`src/rtl/multicycle_ctrl_pkg.sv`:
```
// Shared definitions for the multicycle MIPS controller: opcode/funct fields,
// ALU operation codes, PC source selects, FSM state codes and instruction classes.
package mips_defs;

  localparam logic [5:0] OP_RTYPE = 6'h00;
  localparam logic [5:0] OP_J     = 6'h02;
  localparam logic [5:0] OP_BEQ   = 6'h04;
  localparam logic [5:0] OP_BNE   = 6'h05;
  localparam logic [5:0] OP_ADDI  = 6'h08;
  localparam logic [5:0] OP_ADDIU = 6'h09;
  localparam logic [5:0] OP_SLTI  = 6'h0A;
  localparam logic [5:0] OP_SLTIU = 6'h0B;
  localparam logic [5:0] OP_ANDI  = 6'h0C;
  localparam logic [5:0] OP_ORI   = 6'h0D;
  localparam logic [5:0] OP_XORI  = 6'h0E;
  localparam logic [5:0] OP_LUI   = 6'h0F;
  localparam logic [5:0] OP_LW    = 6'h23;
  localparam logic [5:0] OP_SW    = 6'h2B;

  localparam logic [5:0] F_SLL  = 6'h00;
  localparam logic [5:0] F_SRL  = 6'h02;
  localparam logic [5:0] F_SRA  = 6'h03;
  localparam logic [5:0] F_SLLV = 6'h04;
  localparam logic [5:0] F_SRLV = 6'h06;
  localparam logic [5:0] F_SRAV = 6'h07;
  localparam logic [5:0] F_JR   = 6'h08;
  localparam logic [5:0] F_ADD  = 6'h20;
  localparam logic [5:0] F_ADDU = 6'h21;
  localparam logic [5:0] F_SUB  = 6'h22;
  localparam logic [5:0] F_SUBU = 6'h23;
  localparam logic [5:0] F_AND  = 6'h24;
  localparam logic [5:0] F_OR   = 6'h25;
  localparam logic [5:0] F_XOR  = 6'h26;
  localparam logic [5:0] F_NOR  = 6'h27;
  localparam logic [5:0] F_SLT  = 6'h2A;
  localparam logic [5:0] F_SLTU = 6'h2B;

  localparam logic [4:0] ALU_ADD  = 5'd0;
  localparam logic [4:0] ALU_ADDU = 5'd1;
  localparam logic [4:0] ALU_AND  = 5'd2;
  localparam logic [4:0] ALU_OR   = 5'd3;
  localparam logic [4:0] ALU_XOR  = 5'd4;
  localparam logic [4:0] ALU_NOR  = 5'd5;
  localparam logic [4:0] ALU_SLT  = 5'd6;
  localparam logic [4:0] ALU_SLTU = 5'd7;
  localparam logic [4:0] ALU_SLL  = 5'd8;
  localparam logic [4:0] ALU_SRL  = 5'd9;
  localparam logic [4:0] ALU_SUB  = 5'd10;
  localparam logic [4:0] ALU_SUBU = 5'd11;
  localparam logic [4:0] ALU_SRA  = 5'd12;
  localparam logic [4:0] ALU_SLLV = 5'd13;
  localparam logic [4:0] ALU_SRLV = 5'd14;
  localparam logic [4:0] ALU_SRAV = 5'd15;
  localparam logic [4:0] ALU_LUI  = 5'd16;

  localparam logic [1:0] PCSRC_PC4    = 2'b00;
  localparam logic [1:0] PCSRC_BRANCH = 2'b01;
  localparam logic [1:0] PCSRC_JUMP   = 2'b10;
  localparam logic [1:0] PCSRC_REG    = 2'b11;

  typedef enum logic [2:0] {
    ST_FETCH  = 3'd0,
    ST_DECODE = 3'd1,
    ST_EXEC   = 3'd2,
    ST_MEM    = 3'd3,
    ST_WB     = 3'd4
  } state_t;

  // R1 = shift by immediate shamt, R2 = every other register-register ALU op.
  typedef enum logic [3:0] {
    CLS_R1  = 4'd0,
    CLS_R2  = 4'd1,
    CLS_JR  = 4'd2,
    CLS_J   = 4'd3,
    CLS_BR  = 4'd4,
    CLS_I   = 4'd5,
    CLS_LW  = 4'd6,
    CLS_SW  = 4'd7,
    CLS_NOP = 4'd8,
    CLS_ILL = 4'd9
  } insn_cls_t;

  function automatic logic is_rtype(input insn_cls_t cls);
    return (cls == CLS_R1) || (cls == CLS_R2);
  endfunction

endpackage

```
`src/rtl/multicycle_ctrl_insn_class.sv`:
```
// Combinational instruction classifier: maps the IR contents to an instruction
// class for the control FSM and to the ALU operation code.
module insn_class
  import mips_defs::*;
(
  input  logic [31:0] Instruction,
  output insn_cls_t   cls_o,
  output logic [4:0]  alu_code_o
);

  logic [5:0]  opcode_s;
  logic [5:0]  funct_s;
  logic [4:0]  rs_s;
  logic [4:0]  shamt_s;
  logic [14:0] jr_zero_s;
  insn_cls_t   r1_cls_s;
  insn_cls_t   r2_cls_s;
  insn_cls_t   raw_cls_s;

  assign opcode_s  = Instruction[31:26];
  assign funct_s   = Instruction[5:0];
  assign rs_s      = Instruction[25:21];
  assign shamt_s   = Instruction[10:6];
  assign jr_zero_s = Instruction[20:6];

  // Unused register fields must be zero, otherwise the encoding is treated as illegal.
  assign r1_cls_s = (rs_s == 5'd0) ? CLS_R1 : CLS_ILL;
  assign r2_cls_s = (shamt_s == 5'd0) ? CLS_R2 : CLS_ILL;

  always_comb begin
    raw_cls_s  = CLS_ILL;
    alu_code_o = ALU_ADD;
    case (opcode_s)
      OP_RTYPE: begin
        case (funct_s)
          F_SLL:  begin raw_cls_s = r1_cls_s; alu_code_o = ALU_SLL;  end
          F_SRL:  begin raw_cls_s = r1_cls_s; alu_code_o = ALU_SRL;  end
          F_SRA:  begin raw_cls_s = r1_cls_s; alu_code_o = ALU_SRA;  end
          F_SLLV: begin raw_cls_s = r2_cls_s; alu_code_o = ALU_SLLV; end
          F_SRLV: begin raw_cls_s = r2_cls_s; alu_code_o = ALU_SRLV; end
          F_SRAV: begin raw_cls_s = r2_cls_s; alu_code_o = ALU_SRAV; end
          F_JR:   raw_cls_s = (jr_zero_s == 15'd0) ? CLS_JR : CLS_ILL;
          F_ADD:  begin raw_cls_s = r2_cls_s; alu_code_o = ALU_ADD;  end
          F_ADDU: begin raw_cls_s = r2_cls_s; alu_code_o = ALU_ADDU; end
          F_SUB:  begin raw_cls_s = r2_cls_s; alu_code_o = ALU_SUB;  end
          F_SUBU: begin raw_cls_s = r2_cls_s; alu_code_o = ALU_SUBU; end
          F_AND:  begin raw_cls_s = r2_cls_s; alu_code_o = ALU_AND;  end
          F_OR:   begin raw_cls_s = r2_cls_s; alu_code_o = ALU_OR;   end
          F_XOR:  begin raw_cls_s = r2_cls_s; alu_code_o = ALU_XOR;  end
          F_NOR:  begin raw_cls_s = r2_cls_s; alu_code_o = ALU_NOR;  end
          F_SLT:  begin raw_cls_s = r2_cls_s; alu_code_o = ALU_SLT;  end
          F_SLTU: begin raw_cls_s = r2_cls_s; alu_code_o = ALU_SLTU; end
          default: raw_cls_s = CLS_ILL;
        endcase
      end
      OP_J:              raw_cls_s = CLS_J;
      OP_BEQ, OP_BNE:    begin raw_cls_s = CLS_BR; alu_code_o = ALU_SUB;  end
      OP_ADDI:           begin raw_cls_s = CLS_I;  alu_code_o = ALU_ADD;  end
      OP_ADDIU:          begin raw_cls_s = CLS_I;  alu_code_o = ALU_ADDU; end
      OP_SLTI:           begin raw_cls_s = CLS_I;  alu_code_o = ALU_SLT;  end
      OP_SLTIU:          begin raw_cls_s = CLS_I;  alu_code_o = ALU_SLTU; end
      OP_ANDI:           begin raw_cls_s = CLS_I;  alu_code_o = ALU_AND;  end
      OP_ORI:            begin raw_cls_s = CLS_I;  alu_code_o = ALU_OR;   end
      OP_XORI:           begin raw_cls_s = CLS_I;  alu_code_o = ALU_XOR;  end
      OP_LUI:            begin raw_cls_s = CLS_I;  alu_code_o = ALU_LUI;  end
      OP_LW:             begin raw_cls_s = CLS_LW; alu_code_o = ALU_ADD;  end
      OP_SW:             begin raw_cls_s = CLS_SW; alu_code_o = ALU_ADD;  end
      default:           raw_cls_s = CLS_ILL;
    endcase
  end

  // The all-zero word decodes as SLL r0 but is retired as a plain NOP.
  assign cls_o = (Instruction == 32'd0) ? CLS_NOP : raw_cls_s;

endmodule

```
`src/rtl/multicycle_ctrl.sv`:
```
// Multicycle MIPS control FSM (FETCH/DECODE/EXEC/MEM/WB) with combinational
// strobes and a free-running retired-instruction counter.
module multicycle_ctrl
  import mips_defs::*;
(
  input  logic        clk,
  input  logic        rst_n,
  input  logic [31:0] Instruction,
  input  logic        MemReady,
  input  logic        BranchTaken,
  output logic        IRWrite,
  output logic        PCWrite,
  output logic        IorD,
  output logic        MemRead,
  output logic        MemWrite,
  output logic        RegWrite,
  output logic        MemtoReg,
  output logic        RegDst,
  output logic        ALUSrcA,
  output logic        ALUSrcB,
  output logic        IllegalInstr,
  output logic        InstrRetired,
  output logic [1:0]  PCSrc,
  output logic [4:0]  ALUCode,
  output logic [2:0]  State,
  output logic [31:0] RetiredCount
);

  state_t      state_q;
  state_t      state_d;
  logic [31:0] retired_count_q;
  logic [31:0] retired_count_d;
  insn_cls_t   cls_s;

  logic ir_write_s;
  logic pc_write_s;
  logic iord_s;
  logic mem_read_s;
  logic mem_write_s;
  logic reg_write_s;
  logic memtoreg_s;
  logic reg_dst_s;
  logic illegal_s;
  logic retire_s;
  logic [1:0] pc_src_s;

  insn_class u_insn_class (
    .Instruction (Instruction),
    .cls_o       (cls_s),
    .alu_code_o  (ALUCode)
  );

  always_comb begin
    state_d     = state_q;
    ir_write_s  = 1'b0;
    pc_write_s  = 1'b0;
    iord_s      = 1'b0;
    mem_read_s  = 1'b0;
    mem_write_s = 1'b0;
    reg_write_s = 1'b0;
    memtoreg_s  = 1'b0;
    reg_dst_s   = 1'b0;
    illegal_s   = 1'b0;
    retire_s    = 1'b0;
    pc_src_s    = PCSRC_PC4;
    case (state_q)
      ST_FETCH: begin
        mem_read_s = 1'b1;
        if (MemReady) begin
          ir_write_s = 1'b1;
          pc_write_s = 1'b1;
          state_d    = ST_DECODE;
        end else begin
          state_d    = ST_FETCH;
        end
      end
      ST_DECODE: begin
        case (cls_s)
          CLS_J: begin
            pc_write_s = 1'b1;
            pc_src_s   = PCSRC_JUMP;
            retire_s   = 1'b1;
            state_d    = ST_FETCH;
          end
          CLS_JR: begin
            pc_write_s = 1'b1;
            pc_src_s   = PCSRC_REG;
            retire_s   = 1'b1;
            state_d    = ST_FETCH;
          end
          CLS_NOP: begin
            retire_s = 1'b1;
            state_d  = ST_FETCH;
          end
          CLS_BR, CLS_R1, CLS_R2, CLS_I, CLS_LW, CLS_SW: state_d = ST_EXEC;
          default: begin
            illegal_s = 1'b1;
            state_d   = ST_FETCH;
          end
        endcase
      end
      ST_EXEC: begin
        case (cls_s)
          CLS_BR: begin
            pc_write_s = BranchTaken;
            pc_src_s   = PCSRC_BRANCH;
            retire_s   = 1'b1;
            state_d    = ST_FETCH;
          end
          CLS_LW, CLS_SW:        state_d = ST_MEM;
          CLS_R1, CLS_R2, CLS_I: state_d = ST_WB;
          default:               state_d = ST_FETCH;
        endcase
      end
      ST_MEM: begin
        iord_s = 1'b1;
        case (cls_s)
          CLS_LW: begin
            mem_read_s = 1'b1;
            state_d    = MemReady ? ST_WB : ST_MEM;
          end
          CLS_SW: begin
            mem_write_s = 1'b1;
            retire_s    = MemReady;
            state_d     = MemReady ? ST_FETCH : ST_MEM;
          end
          default: state_d = ST_FETCH;
        endcase
      end
      ST_WB: begin
        reg_write_s = 1'b1;
        memtoreg_s  = (cls_s == CLS_LW);
        reg_dst_s   = is_rtype(cls_s);
        retire_s    = 1'b1;
        state_d     = ST_FETCH;
      end
      default: state_d = ST_FETCH;
    endcase
    retired_count_d = retired_count_q + (retire_s ? 32'd1 : 32'd0);
  end

  // State and retirement counter; reset forces FETCH and clears the count.
  always_ff @(posedge clk or negedge rst_n) begin
    if (!rst_n) begin
      state_q         <= ST_FETCH;
      retired_count_q <= 32'd0;
    end else begin
      state_q         <= state_d;
      retired_count_q <= retired_count_d;
    end
  end

  // Gating with rst_n kills memory requests and strobes the instant reset asserts.
  assign IRWrite      = ir_write_s  & rst_n;
  assign PCWrite      = pc_write_s  & rst_n;
  assign IorD         = iord_s      & rst_n;
  assign MemRead      = mem_read_s  & rst_n;
  assign MemWrite     = mem_write_s & rst_n;
  assign RegWrite     = reg_write_s & rst_n;
  assign MemtoReg     = memtoreg_s  & rst_n;
  assign RegDst       = reg_dst_s   & rst_n;
  assign IllegalInstr = illegal_s   & rst_n;
  assign InstrRetired = retire_s    & rst_n;
  assign PCSrc        = pc_src_s;
  assign ALUSrcA      = (cls_s == CLS_R1);
  assign ALUSrcB      = (cls_s == CLS_I) || (cls_s == CLS_LW) || (cls_s == CLS_SW);
  assign State        = state_q;
  assign RetiredCount = retired_count_q;

endmodule

```
`config.mk`:
```
export PLATFORM = sky130hd
export DESIGN_NAME = multicycle_ctrl
export DESIGN_NICKNAME = d
export VERILOG_FILES = /design/src/rtl/multicycle_ctrl_pkg.sv /design/src/rtl/multicycle_ctrl_insn_class.sv /design/src/rtl/multicycle_ctrl.sv
export SDC_FILE = /design/constraint.sdc
export NUM_CORES = 1
export LEC_CHECK = 0
export BUFFER_PORTS_ARGS = -buffer_cell sky130_fd_sc_hd__buf_2
export CORE_ASPECT_RATIO = 1.2
export CORE_MARGIN = 2
export CORE_UTILIZATION = 45
export DETAILED_ROUTE_END_ITERATION = 8
export PLACE_DENSITY_LB_ADDON = 0.3
export SETUP_SLACK_MARGIN = 0.02
export SYNTH_ARGS = -nofsm -noshare
export SYNTH_HDL_FRONTEND = slang
export SYNTH_SLANG_ARGS = --single-unit
```
`constraint.sdc`:
```
create_clock -name clk -period 4.1 [get_ports clk]
set_input_delay 0.615 -clock clk [delete_from_list [all_inputs] [get_ports clk]]
set_output_delay 0.615 -clock clk [all_outputs]
set_load 0.05 [all_outputs]
```
==> summary.md <==
| Metric | Value |
|---|---|
| Required @ worst endpoint | `4.28 ns` |
| Fillers | `441` |
| CTS Hold Buffers Added | `0` |
| Die Area | `0.005563 mm²` |
| CP cell instances | `buf_2, or3_4, or4_4, nor3_1, o2111ai_1, o211ai_1, ha_1, and3_1, nor4b_1, buf_4, and4_1, and3_1, nand3_1, xnor2_1` |
| Worst Reg-to-Reg Cells | `11` |
| Least-Margin Pin Slew | `0.3944 ns` |
| # resized after CTS | `0` |
| P&R area growth vs syn | `27.41%` |
| Syn_nets | `290` |
| Port bufs | `89` |
| # clock sinks | `35` |
| Final hold violations | `0` |
| Final cycle utilization of the critical path | `88.66%` |
| Most common flop cell mapped by yosys | `dfrtp_1` |
| Clock Skew | `0.008235 ns` |
| Starting Density | `46.02%` |
| Synth Cell Area | `0.002241 mm²` |
| Delay-heaviest family, CP | `simple AND/OR/NAND/NOR gates` |
| Avg Inst Size Synth | `8.892 µm²` |
| GRT met1 Usage | `23.28%` |
| Worst Path Buf+Inv | `2` |
| Global-route usage over all layers | `20.38%` |
| First-pass GRT wire length | `8.845 mm` |
| Initial antenna violation count | `0` |
| Max-cap violations | `0` |
| Placer Congestion | `0.8436` |
| Seq/Total Area, Yosys | `39.08%` |
| Status | `complete, no violations` |
| Crit. End Element | `register` |
| CP Launch Type | `input port` |
| CTS tree | `yes` |
| Cell Rows | `28` |
| Pleak | `1.473 nW` |
| CP max-delay cell | `or4_4` |
| Yosys warns | `0` |
| Max Freq | `0.2751 GHz` |
| Overall power | `0.8172 mW` |
| Synth unique cells | `53` |
| CTS Buf Count | `5` |
| DR vias/cell | `5.474` |
| Setup_tns | `0 ns` |
| Htree depth | `2` |
| Gr busiest metal | `met2` |
| Commonest non-fill, non-tap cell in the layout | `buf_2` |
| Slew HR | `73.03%` |
| ANT nets after route | `0` |
| Largest net degree at the start of global routing | `34` |
| Layout cell share with drive strength beyond 1 | `30.61%` |
| Drt drc | `0` |
| Clk Latency, worst-skew pair | `0.29 ns` |
| Most frequent cells in the layout | `89 x buf_2, 35 x dfrtp_1, 28 x nand2_1, 22 x xnor2_1, 21 x nor2_1` |
| Final-report max-slew violation count | `0` |
| Vias | `2,206` |
| Crit Path Max Fanout | `10` |
| Inserted Diodes | `0` |
| HPWL after DPL | `4.194 mm` |
| Final WL | `5.305 mm` |
| Power per cell area | `286.2 mW/mm²` |
| Root buf cell | `clkbuf_8` |
| Die H | `81.31 µm` |
| Async set-reset flop share out of synthesis | `100.0%` |
| Number of global-route vias before repair | `2,050` |
| Nets | `380` |
| Setup violators final | `0` |
| Reg2reg end | `RetiredCount[31]` |
| Clock transition at the registers of the reported paths | `0.07 ns` |
| Peak VDD IR | `0.0001766 V` |
| Pre-CTS setup slack | `0.1801 ns` |
| Drt initial violations | `97` |
| Grt total ovfl | `0` |
| RSZ-0062 raised after global routing | `no` |
| Reg2reg setup slack | `0.78 ns` |
| Core area | `0.004870 mm²` |
| Tightest Hold Check Type | `input port to async pin` |
| Postcts setup bufs | `0` |
| M3 GR Usage | `4.709%` |
| Grt met2 use | `35.87%` |
| Period minus WS final | `3.635 ns` |
| Area leader, netlist | `dfrtp_1` |
| Syn Inst Count | `252` |
| Area contributors post-synth | `dfrtp_1 39%, xnor2_1 8.6%, nand2_1 4.7%` |
| Top-area cell type share of the netlist area | `39.08%` |
| Reg2reg start | `State[2]` |
| Final Core Density | `58.63%` |
| #FFs+latches synth | `35` |
| Most used cell, CP | `and3_1` |
| Critical path's largest stage delay | `0.47 ns` |
| I/O Pins | `90` |
| Final worst slack | `0.4649 ns` |
| EDFF count, synth | `0` |
| WS Path Type | `input port to register` |
| Initial DRT Pass Iterations | `4` |
| Die width | `68.42 µm` |
| Wire per inst | `13.16 µm` |
| Crit path DAT | `3.82 ns` |
| Worst-case clock buffer depth | `2` |
## cells in the mapped netlist (2+ instances only)
cell	instances
dfrtp_1	35
nand2_1	28
xnor2_1	22
nor2_1	21
nor3_1	14
nand3_1	10
xor2_1	10
and3_1	7
inv_1	7
a21oi_1	6
nand2b_1	6
nand4_1	6
and2_1	5
clkbuf_1	5
nor4_1	5
nor2b_1	4
a21boi_0	3
and4_1	3
nand3b_1	3
o211ai_1	3
or3_1	3
a211oi_1	2
a21o_1	2
a221oi_1	2
a32o_1	2
buf_2	2
ha_1	2
mux2i_1	2
nor3b_1	2
nor4b_1	2
o21ai_0	2
o21bai_1	2
o22ai_1	2
o32ai_1	2
or4_4	2
## state kept, by name (all words and copies together), names as in the netlist
name and flops:
RetiredCount 32, State 3
## power breakdown
part	internal [mW]	switching, mW
sequential	0.353	0.0109
combinational	0.0448	0.102
clock	0.181	0.125
## cell families (layout without fill, tap and decap cells)
family	Yosys count	in the layout	share of synthesized area [%]
compound gates	40	40	13.29
simple gates	126	126	30.15
xor+xnor	32	32	12.51
fa+ha+maj	2	2	1.117
flops	35	35	39.08
buf+inv	15	106	2.960
mux	2	2	0.8934
## metrics by stage
step           hold WS (ns)  instances  instance area (µm²)
3_3_place_gp         0.4474        395                 2743
2_1_floorplan        0.3194        252                 2247
5_1_grt              0.1384        403                 2855
4_1_cts              0.1363        403                 2855
3_5_place_dp         0.4523        395                 2743
6_report             0.1454        403                 2855
## layout make-up
cell class,count,area [µm²],share of cell area (%)
clock inverters,3,43.79,1.534
multi-input cells,202,1305,45.71
inverters,7,26.28,0.9202
repair buffers,91,460.4,16.13
clock buffers,5,68.82,2.410
well taps,60,75.07,2.629
flip-flops and latches,35,875.8,30.67
## how the worst max path moves through the flow
stage,from,end,cells past startpoint
global route,Instruction[31],RetiredCount[31],14
global placement,Instruction[29],RetiredCount[31],14
CTS,Instruction[28],RetiredCount[31],14
floorplan,Instruction[29],IllegalInstr,7
finish,Instruction[29],RetiredCount[31],14
detailed placement,Instruction[28],RetiredCount[20],14
## layer usage
metal | vias to the layer above | routed length, µm | part of all wire (%)
li1 | 1092 | - | -
met1 | 1039 | 2186 | 41
met2 | 68 | 2700 | 51
met3 | 7 | 326 | 6.1
met4 | 0 | 92 | 1.7
met5 | - | 0 | 0
(Power assumes the default switching activity.)
